===== src/rtl/score_note_sequencer.sv =====
// Buffers detected note events and commits them to the score renderer's note table
// during vertical blanking; also performs requested and automatic page clears.
module score_note_sequencer #(
    parameter int FIFO_DEPTH      = 4,
    parameter int NOTES_PER_STAFF = 13,
    parameter int NUM_STAFFS      = 4,
    parameter bit AUTO_CLEAR      = 1'b1
) (
    input  logic        clk,
    input  logic        reset,
    input  logic [7:0]  note,
    input  logic [3:0]  duration,
    input  logic        note_dec,
    input  logic        vblank,
    input  logic        clear_req,
    output logic        wr_en,
    output logic [5:0]  wr_addr,
    output logic [12:0] wr_data,
    output logic [5:0]  note_count,
    output logic [1:0]  staff_num,
    output logic [3:0]  col,
    output logic        page_full,
    output logic        busy,
    output logic        drop
);

    localparam int MAX_NOTES = NOTES_PER_STAFF * NUM_STAFFS;
    localparam int PW        = $clog2(FIFO_DEPTH);

    localparam logic [PW:0]   DEPTH_C      = (PW+1)'(FIFO_DEPTH);
    localparam logic [PW:0]   CNT_ONE_C    = (PW+1)'(1);
    localparam logic [PW:0]   CNT_ZERO_C   = (PW+1)'(0);
    localparam logic [PW-1:0] PTR_ONE_C    = PW'(1);
    localparam logic [3:0]    LAST_COL_C   = 4'(NOTES_PER_STAFF - 1);
    localparam logic [1:0]    LAST_STAFF_C = 2'(NUM_STAFFS - 1);
    localparam logic [5:0]    LAST_ADDR_C  = 6'(MAX_NOTES - 1);

    typedef enum logic [1:0] {
        ST_IDLE    = 2'd0,
        ST_WAIT_VB = 2'd1,
        ST_WRITE   = 2'd2,
        ST_CLEAR   = 2'd3
    } state_t;

    function automatic logic letter_ok(input logic [3:0] letter);
        case (letter)
            4'b1100, 4'b1101, 4'b1110, 4'b1111,
            4'b1000, 4'b1010, 4'b1011: letter_ok = 1'b1;
            default:                   letter_ok = 1'b0;
        endcase
    endfunction

    // Anything that is not a single duration bit is treated as a quarter note.
    function automatic logic [3:0] fix_duration(input logic [3:0] dur);
        case (dur)
            4'b0001, 4'b0010, 4'b0100, 4'b1000: fix_duration = dur;
            default:                            fix_duration = 4'b0010;
        endcase
    endfunction

    state_t        state_q, state_d;
    logic [11:0]   fifo_mem_q [FIFO_DEPTH];
    logic [PW-1:0] rd_ptr_q, wr_ptr_q;
    logic [PW:0]   cnt_q, cnt_d;
    logic          clear_pend_q, clear_pend_d;
    logic [5:0]    clr_ptr_q, clr_ptr_d;
    logic [5:0]    note_count_q, note_count_d;
    logic [1:0]    staff_q, staff_d;
    logic [3:0]    col_q, col_d;
    logic          page_full_q, page_full_d;
    logic          wr_en_q, wr_en_d;
    logic [5:0]    wr_addr_q, wr_addr_d;
    logic [12:0]   wr_data_q, wr_data_d;
    logic          drop_q, drop_d;

    logic          letter_ok_s, room_s, push_s, pop_s, wr_drop_s, auto_pend_s, fifo_empties_s;
    logic [3:0]    dur_fix_s;
    logic [11:0]   head_s;

    // Next-state, write decision, capture and counter logic.
    always_comb begin
        state_d      = state_q;
        clr_ptr_d    = clr_ptr_q;
        note_count_d = note_count_q;
        staff_d      = staff_q;
        col_d        = col_q;
        page_full_d  = page_full_q;
        wr_en_d      = 1'b0;
        wr_addr_d    = 6'd0;
        wr_data_d    = 13'd0;
        pop_s        = 1'b0;
        wr_drop_s    = 1'b0;
        auto_pend_s  = 1'b0;
        letter_ok_s  = letter_ok(note[7:4]);
        dur_fix_s    = fix_duration(duration);
        head_s       = fifo_mem_q[rd_ptr_q];
        // A same-cycle valid capture keeps the FIFO non-empty after the pop.
        fifo_empties_s = (cnt_q == CNT_ONE_C) && !(note_dec && letter_ok_s);

        case (state_q)
            ST_IDLE: begin
                if (clear_pend_q) begin
                    state_d = ST_CLEAR;
                end else if (cnt_q != CNT_ZERO_C) begin
                    state_d = ST_WAIT_VB;
                end else begin
                    state_d = ST_IDLE;
                end
            end
            ST_WAIT_VB: begin
                if (vblank) begin
                    state_d = ST_WRITE;
                end else begin
                    state_d = ST_WAIT_VB;
                end
            end
            ST_WRITE: begin
                if (!vblank || clear_pend_q || (cnt_q == CNT_ZERO_C)) begin
                    state_d = ST_IDLE;
                end else if (page_full_q && AUTO_CLEAR) begin
                    auto_pend_s = 1'b1;
                    state_d     = ST_IDLE;
                end else begin
                    pop_s = 1'b1;
                    if (page_full_q) begin
                        wr_drop_s = 1'b1;
                    end else begin
                        wr_en_d      = 1'b1;
                        wr_addr_d    = note_count_q;
                        wr_data_d    = {1'b1, head_s};
                        note_count_d = note_count_q + 6'd1;
                        if (col_q == LAST_COL_C) begin
                            col_d = 4'd0;
                            if (staff_q == LAST_STAFF_C) begin
                                staff_d     = 2'd0;
                                page_full_d = 1'b1;
                            end else begin
                                staff_d = staff_q + 2'd1;
                            end
                        end else begin
                            col_d = col_q + 4'd1;
                        end
                    end
                    if (fifo_empties_s || clear_req) begin
                        state_d = ST_IDLE;
                    end else begin
                        state_d = ST_WRITE;
                    end
                end
            end
            ST_CLEAR: begin
                if (vblank) begin
                    wr_en_d   = 1'b1;
                    wr_addr_d = clr_ptr_q;
                    wr_data_d = 13'd0;
                    if (clr_ptr_q == LAST_ADDR_C) begin
                        clr_ptr_d    = 6'd0;
                        note_count_d = 6'd0;
                        staff_d      = 2'd0;
                        col_d        = 4'd0;
                        page_full_d  = 1'b0;
                        state_d      = ST_IDLE;
                    end else begin
                        clr_ptr_d = clr_ptr_q + 6'd1;
                    end
                end else begin
                    clr_ptr_d = clr_ptr_q;
                end
            end
            default: state_d = ST_IDLE;
        endcase

        room_s = (cnt_q < DEPTH_C) || pop_s;
        push_s = note_dec && letter_ok_s && room_s;
        drop_d = (note_dec && !(letter_ok_s && room_s)) || wr_drop_s;

        case ({push_s, pop_s})
            2'b10:   cnt_d = cnt_q + CNT_ONE_C;
            2'b01:   cnt_d = cnt_q - CNT_ONE_C;
            default: cnt_d = cnt_q;
        endcase

        // Requests seen while clearing (or entering CLEAR) are absorbed.
        if ((state_q == ST_IDLE) && clear_pend_q) begin
            clear_pend_d = 1'b0;
        end else begin
            clear_pend_d = clear_pend_q || auto_pend_s || (clear_req && (state_q != ST_CLEAR));
        end
    end

    // State, FIFO, counters and registered write-port outputs.
    always_ff @(posedge clk or negedge reset) begin
        if (!reset) begin
            state_q      <= ST_IDLE;
            for (int i = 0; i < FIFO_DEPTH; i++) begin
                fifo_mem_q[i] <= 12'd0;
            end
            rd_ptr_q     <= {PW{1'b0}};
            wr_ptr_q     <= {PW{1'b0}};
            cnt_q        <= CNT_ZERO_C;
            clear_pend_q <= 1'b0;
            clr_ptr_q    <= 6'd0;
            note_count_q <= 6'd0;
            staff_q      <= 2'd0;
            col_q        <= 4'd0;
            page_full_q  <= 1'b0;
            wr_en_q      <= 1'b0;
            wr_addr_q    <= 6'd0;
            wr_data_q    <= 13'd0;
            drop_q       <= 1'b0;
        end else begin
            state_q      <= state_d;
            if (push_s) begin
                fifo_mem_q[wr_ptr_q] <= {note, dur_fix_s};
                wr_ptr_q             <= wr_ptr_q + PTR_ONE_C;
            end
            if (pop_s) begin
                rd_ptr_q <= rd_ptr_q + PTR_ONE_C;
            end
            cnt_q        <= cnt_d;
            clear_pend_q <= clear_pend_d;
            clr_ptr_q    <= clr_ptr_d;
            note_count_q <= note_count_d;
            staff_q      <= staff_d;
            col_q        <= col_d;
            page_full_q  <= page_full_d;
            wr_en_q      <= wr_en_d;
            wr_addr_q    <= wr_addr_d;
            wr_data_q    <= wr_data_d;
            drop_q       <= drop_d;
        end
    end

    assign wr_en      = wr_en_q;
    assign wr_addr    = wr_addr_q;
    assign wr_data    = wr_data_q;
    assign note_count = note_count_q;
    assign staff_num  = staff_q;
    assign col        = col_q;
    assign page_full  = page_full_q;
    assign busy       = (state_q != ST_IDLE) || (cnt_q != CNT_ZERO_C);
    assign drop       = drop_q;

endmodule

===== config.mk =====
export PLATFORM = sky130hd
export DESIGN_NAME = score_note_sequencer
export DESIGN_NICKNAME = d
export VERILOG_FILES = /design/src/rtl/score_note_sequencer.sv
export SDC_FILE = /design/constraint.sdc
export NUM_CORES = 1
export LEC_CHECK = 0
export BUFFER_PORTS_ARGS = -buffer_cell sky130_fd_sc_hd__clkbuf_2
export CELL_PAD_IN_SITES_DETAIL_PLACEMENT = 1
export CELL_PAD_IN_SITES_GLOBAL_PLACEMENT = 2
export CORE_MARGIN = 2
export CORE_UTILIZATION = 37
export CTS_CLUSTER_SIZE = 12
export DETAILED_ROUTE_END_ITERATION = 12
export HOLD_SLACK_MARGIN = 0.02
export PLACE_DENSITY_LB_ADDON = 0.25
export SLEW_MARGIN = 20
export SYNTH_ARGS = -nofsm -noshare
export SYNTH_HDL_FRONTEND = slang
export SYNTH_SLANG_ARGS = --single-unit

===== constraint.sdc =====
create_clock -name clk -period 2 [get_ports clk]
set_clock_uncertainty 0.1 [all_clocks]
set_input_delay 0.4 -clock clk [delete_from_list [all_inputs] [get_ports clk]]
set_output_delay 0.4 -clock clk [all_outputs]
set_load 0.02 [all_outputs]

Yosys cells after proc, flatten, opt, wreduce, memory -nomap -nowiden
Cells that the tools add are included.
{ "word_totals": {"register_bits": 98, "word_cells": 147} }
{ "classes": {"n_reduce_logical": 31, "bitwise": 2, "mux": 58, "order_cmp": 4, "n_eq_ne": 26, "n_addsub": 8} }
{ "op_table": {"columns": ["cell", "n"], "rows": [
  ["48-bit bitwise mux", 1],
  ["6-bit 2-to-1 mux", 8],
  ["13-bit 2-to-1 mux", 3],
  ["4-bit == test, second input constant", 9],
  ["12-bit 2-to-1 mux", 3],
  ["12-bit binary-select mux with 2-bit select", 1],
  ["12-bit demux with 2-bit select", 1],
  ["4-bit 2-to-1 mux", 6],
  ["6-bit one-hot mux with 2 select lines", 2],
  ["2-bit 2-to-1 mux", 11],
  ["1-bit 2-to-1 mux", 16],
  ["6-bit by 1-bit adder with 6-bit output, second input constant", 2],
  ["2-bit != test, second input constant", 6],
  ["2-bit == test, second input constant", 4],
  ["1-bit logical AND", 8],
  ["2-bit one-hot mux with 4 select lines", 1],
  ["4-bit one-hot mux with 2 select lines", 1],
  ["1-bit logical OR", 7],
  ["7-bit OR reduction", 1],
  ["2-bit by 1-bit adder with 2-bit output, second input constant", 3],
  ["6-bit == test, second input constant", 1],
  ["3-bit greater-or-equal comparator, second input constant", 2],
  ["2-bit NOT with 3-bit output", 2],
  ["3-bit one-hot mux with 2 select lines", 1],
  ["other kinds (22)", 29]
]} }

Longest topological paths before layout
{ "logic_depth": {"depth_word": 11, "depth_mapped": 10, "ltp_nobuf": 9} }

Worst setup path before layout
OpenSTA, ideal clock, no wires.
{ "synth_timing": {"path_type": "register -> register", "start": "reg cnt_q[0]", "end": "reg cnt_q[2]", "setup_slack_ps": -126, "path_stages_with_launch": 11, "arrival_ps": 1902, "n_path_buf": 1, "period_less_slack_ps": 2126, "setup_ps": 124, "cell_sequence": "dfrtp_1 > inv_1 > ha_1 > nand2b_1 > nand4_2 > inv_1 > clkbuf_1 > ha_1 > mux2i_1 > nor2_1 > xnor2_1"} }
{ "synth_via": {"elab_chain_cells": 8, "elab_cells_between_ends": 13, "cone_classes": "2 x add/sub; 1 x order compare; 2 x eq/ne; 3 x mux; 5 x reduce/logical"} }
{ "synth_lines": {"columns": ["element", "line_no", "source"], "rows": [
  ["start: declaration", "64", "logic [PW:0] cnt_q, cnt_d;"],
  ["start signal: assignment", "220", "cnt_q <= cnt_d;"],
  ["3-bit logical NOT (*)", "118", "if (!vblank || clear_pend_q || (cnt_q == CNT_ZERO_C)) begin"],
  ["1-bit logical OR (*)", "118", null],
  ["1-bit 2-to-1 mux (*)", "118", null],
  ["1-bit 2-to-1 mux (*)", "100", "case (state_q)"],
  ["net pop_s", "76", "logic letter_ok_s, room_s, push_s, pop_s, wr_drop_s, auto_pend_s, fifo_empties_s;"],
  ["1-bit logical OR", "173", "room_s = (cnt_q < DEPTH_C) || pop_s;"],
  ["1-bit logical AND", "174", "push_s = note_dec && letter_ok_s && room_s;"],
  ["2-bit by 1-bit == test with 1-bit output or 2-bit == test (tied branches)", "177", "case ({push_s, pop_s})"],
  ["3-bit one-hot mux with 2 select lines or 2-bit nonzero test (tied branches)", null, null]
]} }
Mark *: on every way through the listed nets, which the timed path passes. The rest lies on a longest branch.
A chain may end at the register's enable or synchronous reset.

Worst setup path after layout
{ "layout_timing": {"start": "reg cnt_q[0]", "end": "out busy"} }
{ "layout_via": {"elab_chain_cells": 2} }
{ "layout_lines": {"columns": ["element", "line_no", "source"], "rows": [
  ["3-bit nonzero test", "241", "assign busy = (state_q != ST_IDLE) || (cnt_q != CNT_ZERO_C);"],
  ["1-bit logical OR", "241", null],
  ["end: declaration", "23", "output logic busy,"]
]} }
No other way between the ends.

==> results.cfg <==
[timing]
grt_setup_unrepaired = true
post-route-period-util_pct = 95.0
worst_pin_slew_ns = 0.707
setup_viol = 0
clock.fmax_mhz = 526
final.setup.tns_ns = 0
maxSlewViolCount = 0
fin_crit_ns = 1.90
slew_headroom_pct = 52.2
final-hold-violation-count = 0

[logic_synthesis]
synth_cell_type_count = 56
synth-edff-count = 0
syn_area_per_cell_um2 = 13.6
synth_area_um2 = 4710
synthArstFlopShare_pct = 100
seq_area_frac_synth_pct = 52.1
synth_nets = 377
yosys_warnings = 0
ys_ff_latch = 98
dominantRegCellSynth = dfrtp_1
synthCells = 346

[final_layout]
drive_gt1_share_pct = 42.8
layout_commonest_cell = dfrtp_1
areaGrowthSynthToFinish_pct = 22.4
fin_nets = 463
mostFrequentLayoutCells = dfrtp_1, clkbuf_2, mux2_4, buf_4, nand2_1
antenna_cells = 0
multiInputGateArea_um2 = 2120
layout.area.seq_um2 = 2450
fillCellCount = 1362
postLayoutCellArea_um2 = 5760

[critical_path]
cp_max_fo = 4
start_kind = flip-flop
critical_path_buf_inv_count = 2
slowest_delay_ns = 0.38
cp-end-kind = output port
critPathRequiredTime_ns = 1.50
crit_path_cell_trace = inv_1 > ha_1 > nor2b_4 > nand2_1 > clkbuf_2
cp_slowest_cell = dfrtp_1
worstSetupPathType = flip-flop to output port
cp.arrival_ns = 1.40
crit_family = flip-flops

[run]
drv_cap = 0

[cts]
cts-root-buf = clkbuf_16
numCtsBuffers = 9
cts_sinks = 98
htree_levels = 3
tritoncts = built
path_clk_slew_ns = 0.06
clockBufferDepth = 2
clk_latency_ns = 0.35

[hold_path]
hp-class = input port to flip-flop

[power_and_ir_drop]
power.density_nw_per_um2 = 1240
ir_drop_v = 0.000391
leakage_nw = 2.78

[detailed_routing]
wire_per_inst_um = 17.1
num_vias = 3041
ant_nets = 0
drt_iter0_drc = 105
wirelength_um = 10400
vias_per_cell = 4.99
drt-pass1-iter-count = 4
drc = 0

[global_routing]
grt_max_degree = 46
gr-total-overflow = 0
grt_pass1_vias = 3390
grt_antenna_before_repair = 0
grt_usage_pct = 17.4
grt_pass1_wl_um = 17800

[floorplanning]
rows = 41
die_h_um = 117
initial_core_util_pct = 37.6
dieArea_um2 = 13600
io_pins = 52
core_area_um2 = 12500
die_w_um = 117

[place]
post-dp-hpwl_um = 7440
postPlaceCellArea_um2 = 5440
gp_congestion = 0.774
io_buffers = 51

[run_status]
outcome = complete, no violations
stage by stage:
step	utilization, %	instances	setup WS, ns	power, mW	hold WS [ns]
final	46.0	609	0.101	7.13	0.214
after CTS	45.8	608	0.0144	7.22	0.218
after floorplan	-	346	0.00421	4.57	0.00441
after global routing	46.0	609	-0.00856	7.64	0.227
after global placement	43.5	591	0.0176	5.43	0.273
after detailed placement	43.5	591	0.00420	5.53	0.273
power by group:
part / internal (mW) / total (mW) / switching [mW]
clock network: 0.884 / 1.65 / 0.765
logic: 1.31 / 2.63 / 1.32
registers: 2.48 / 2.85 / 0.367
total: 4.68 / 7.13 / 2.45
synthesized netlist by cell type, drive strengths merged, types with 4 or more instances:
cell type / count / area [um2]
inv: 14 / 52.6
and3: 4 / 25.0
nand3: 7 / 40.0
nand2: 22 / 82.6
xnor2: 8 / 70.1
buf: 9 / 78.8
a31oi: 5 / 46.3
a21oi: 9 / 45.0
or2: 5 / 31.3
mux4: 12 / 270
clkbuf: 7 / 26.3
and2: 12 / 75.1
a22o: 6 / 52.6
mux2: 47 / 664
nor3b: 6 / 90.1
ha: 14 / 175
dfrtp: 98 / 2450
o21ai: 16 / 83.8
nor2: 10 / 40.0
per-layer routing:
metal | vias up | part of all wire (%) | GRT usage [%]
li1 | 1410 | - | -
met1 | 1572 | 46 | 23.1
met2 | 45 | 49 | 28.4
met3 | 14 | 3.2 | 3.66
met4 | 0 | 1.7 | 6.43
met5 | - | 0 | 0
final timing paths:
path	startpoint	to	slack (ns)	cells after the start
worst max-delay path	cnt_q[0]	busy	0.10	5
worst min-delay path	note_dec	drop	0.21	2
worst max register to register	cnt_q[0]	note_count[2]	0.10	6
worst min register to register	fifo_mem_q[11]	fifo_mem_q[11]	0.37	1
max in group asynchronous	reset	fifo_mem_q[42]	0.69	3
min in group asynchronous	reset	fifo_mem_q[3]	0.42	2
worst reg2reg max path, stage by stage (launching register included):
cell	delay (ns)
dfrtp_1	0.35
inv_1	0.06
ha_1	0.21
nor2b_4	0.14
or4_4	0.48
or3_1	0.35
a21oi_1	0.13
cell type report:
type,count,area share (%)
flip-flops and latches,98,42.6
multi-input cells,218,36.8
repair buffers,91,11.0
clock buffers,11,4.21
well taps,172,3.74
inverters,14,0.912
clock inverters,5,0.673
state kept, by name, summed over array words and instances, names as in the netlist, 3 cells and up:
signal and flops:
clr_ptr_q 6, cnt_q 3, col 4, fifo_mem_q 48, note_count 6, wr_addr 6, wr_data 13
logic make-up after synthesis:
kind of cell | Yosys count | synth area share (%)
flops | 98 | 52.1
simple gates | 88 | 12.2
mux | 61 | 20.3
compound gates | 46 | 6.65
buf+inv | 30 | 3.35
fa+ha+maj | 14 | 3.72
xor+xnor | 9 | 1.67
what timing repair did:
| item | CTS | global route |
|---|---|---|
| endpoints found under the hold margin | 27 | 0 |
| hold buffers | 1 | 0 |
| pin swaps | 0 | 1 |
| setup endpoints to repair | 1 | 5 |
| buffers inserted | 0 | 1 |
| gates resized for setup | 1 | 5 |
(Power assumes the default switching activity.)
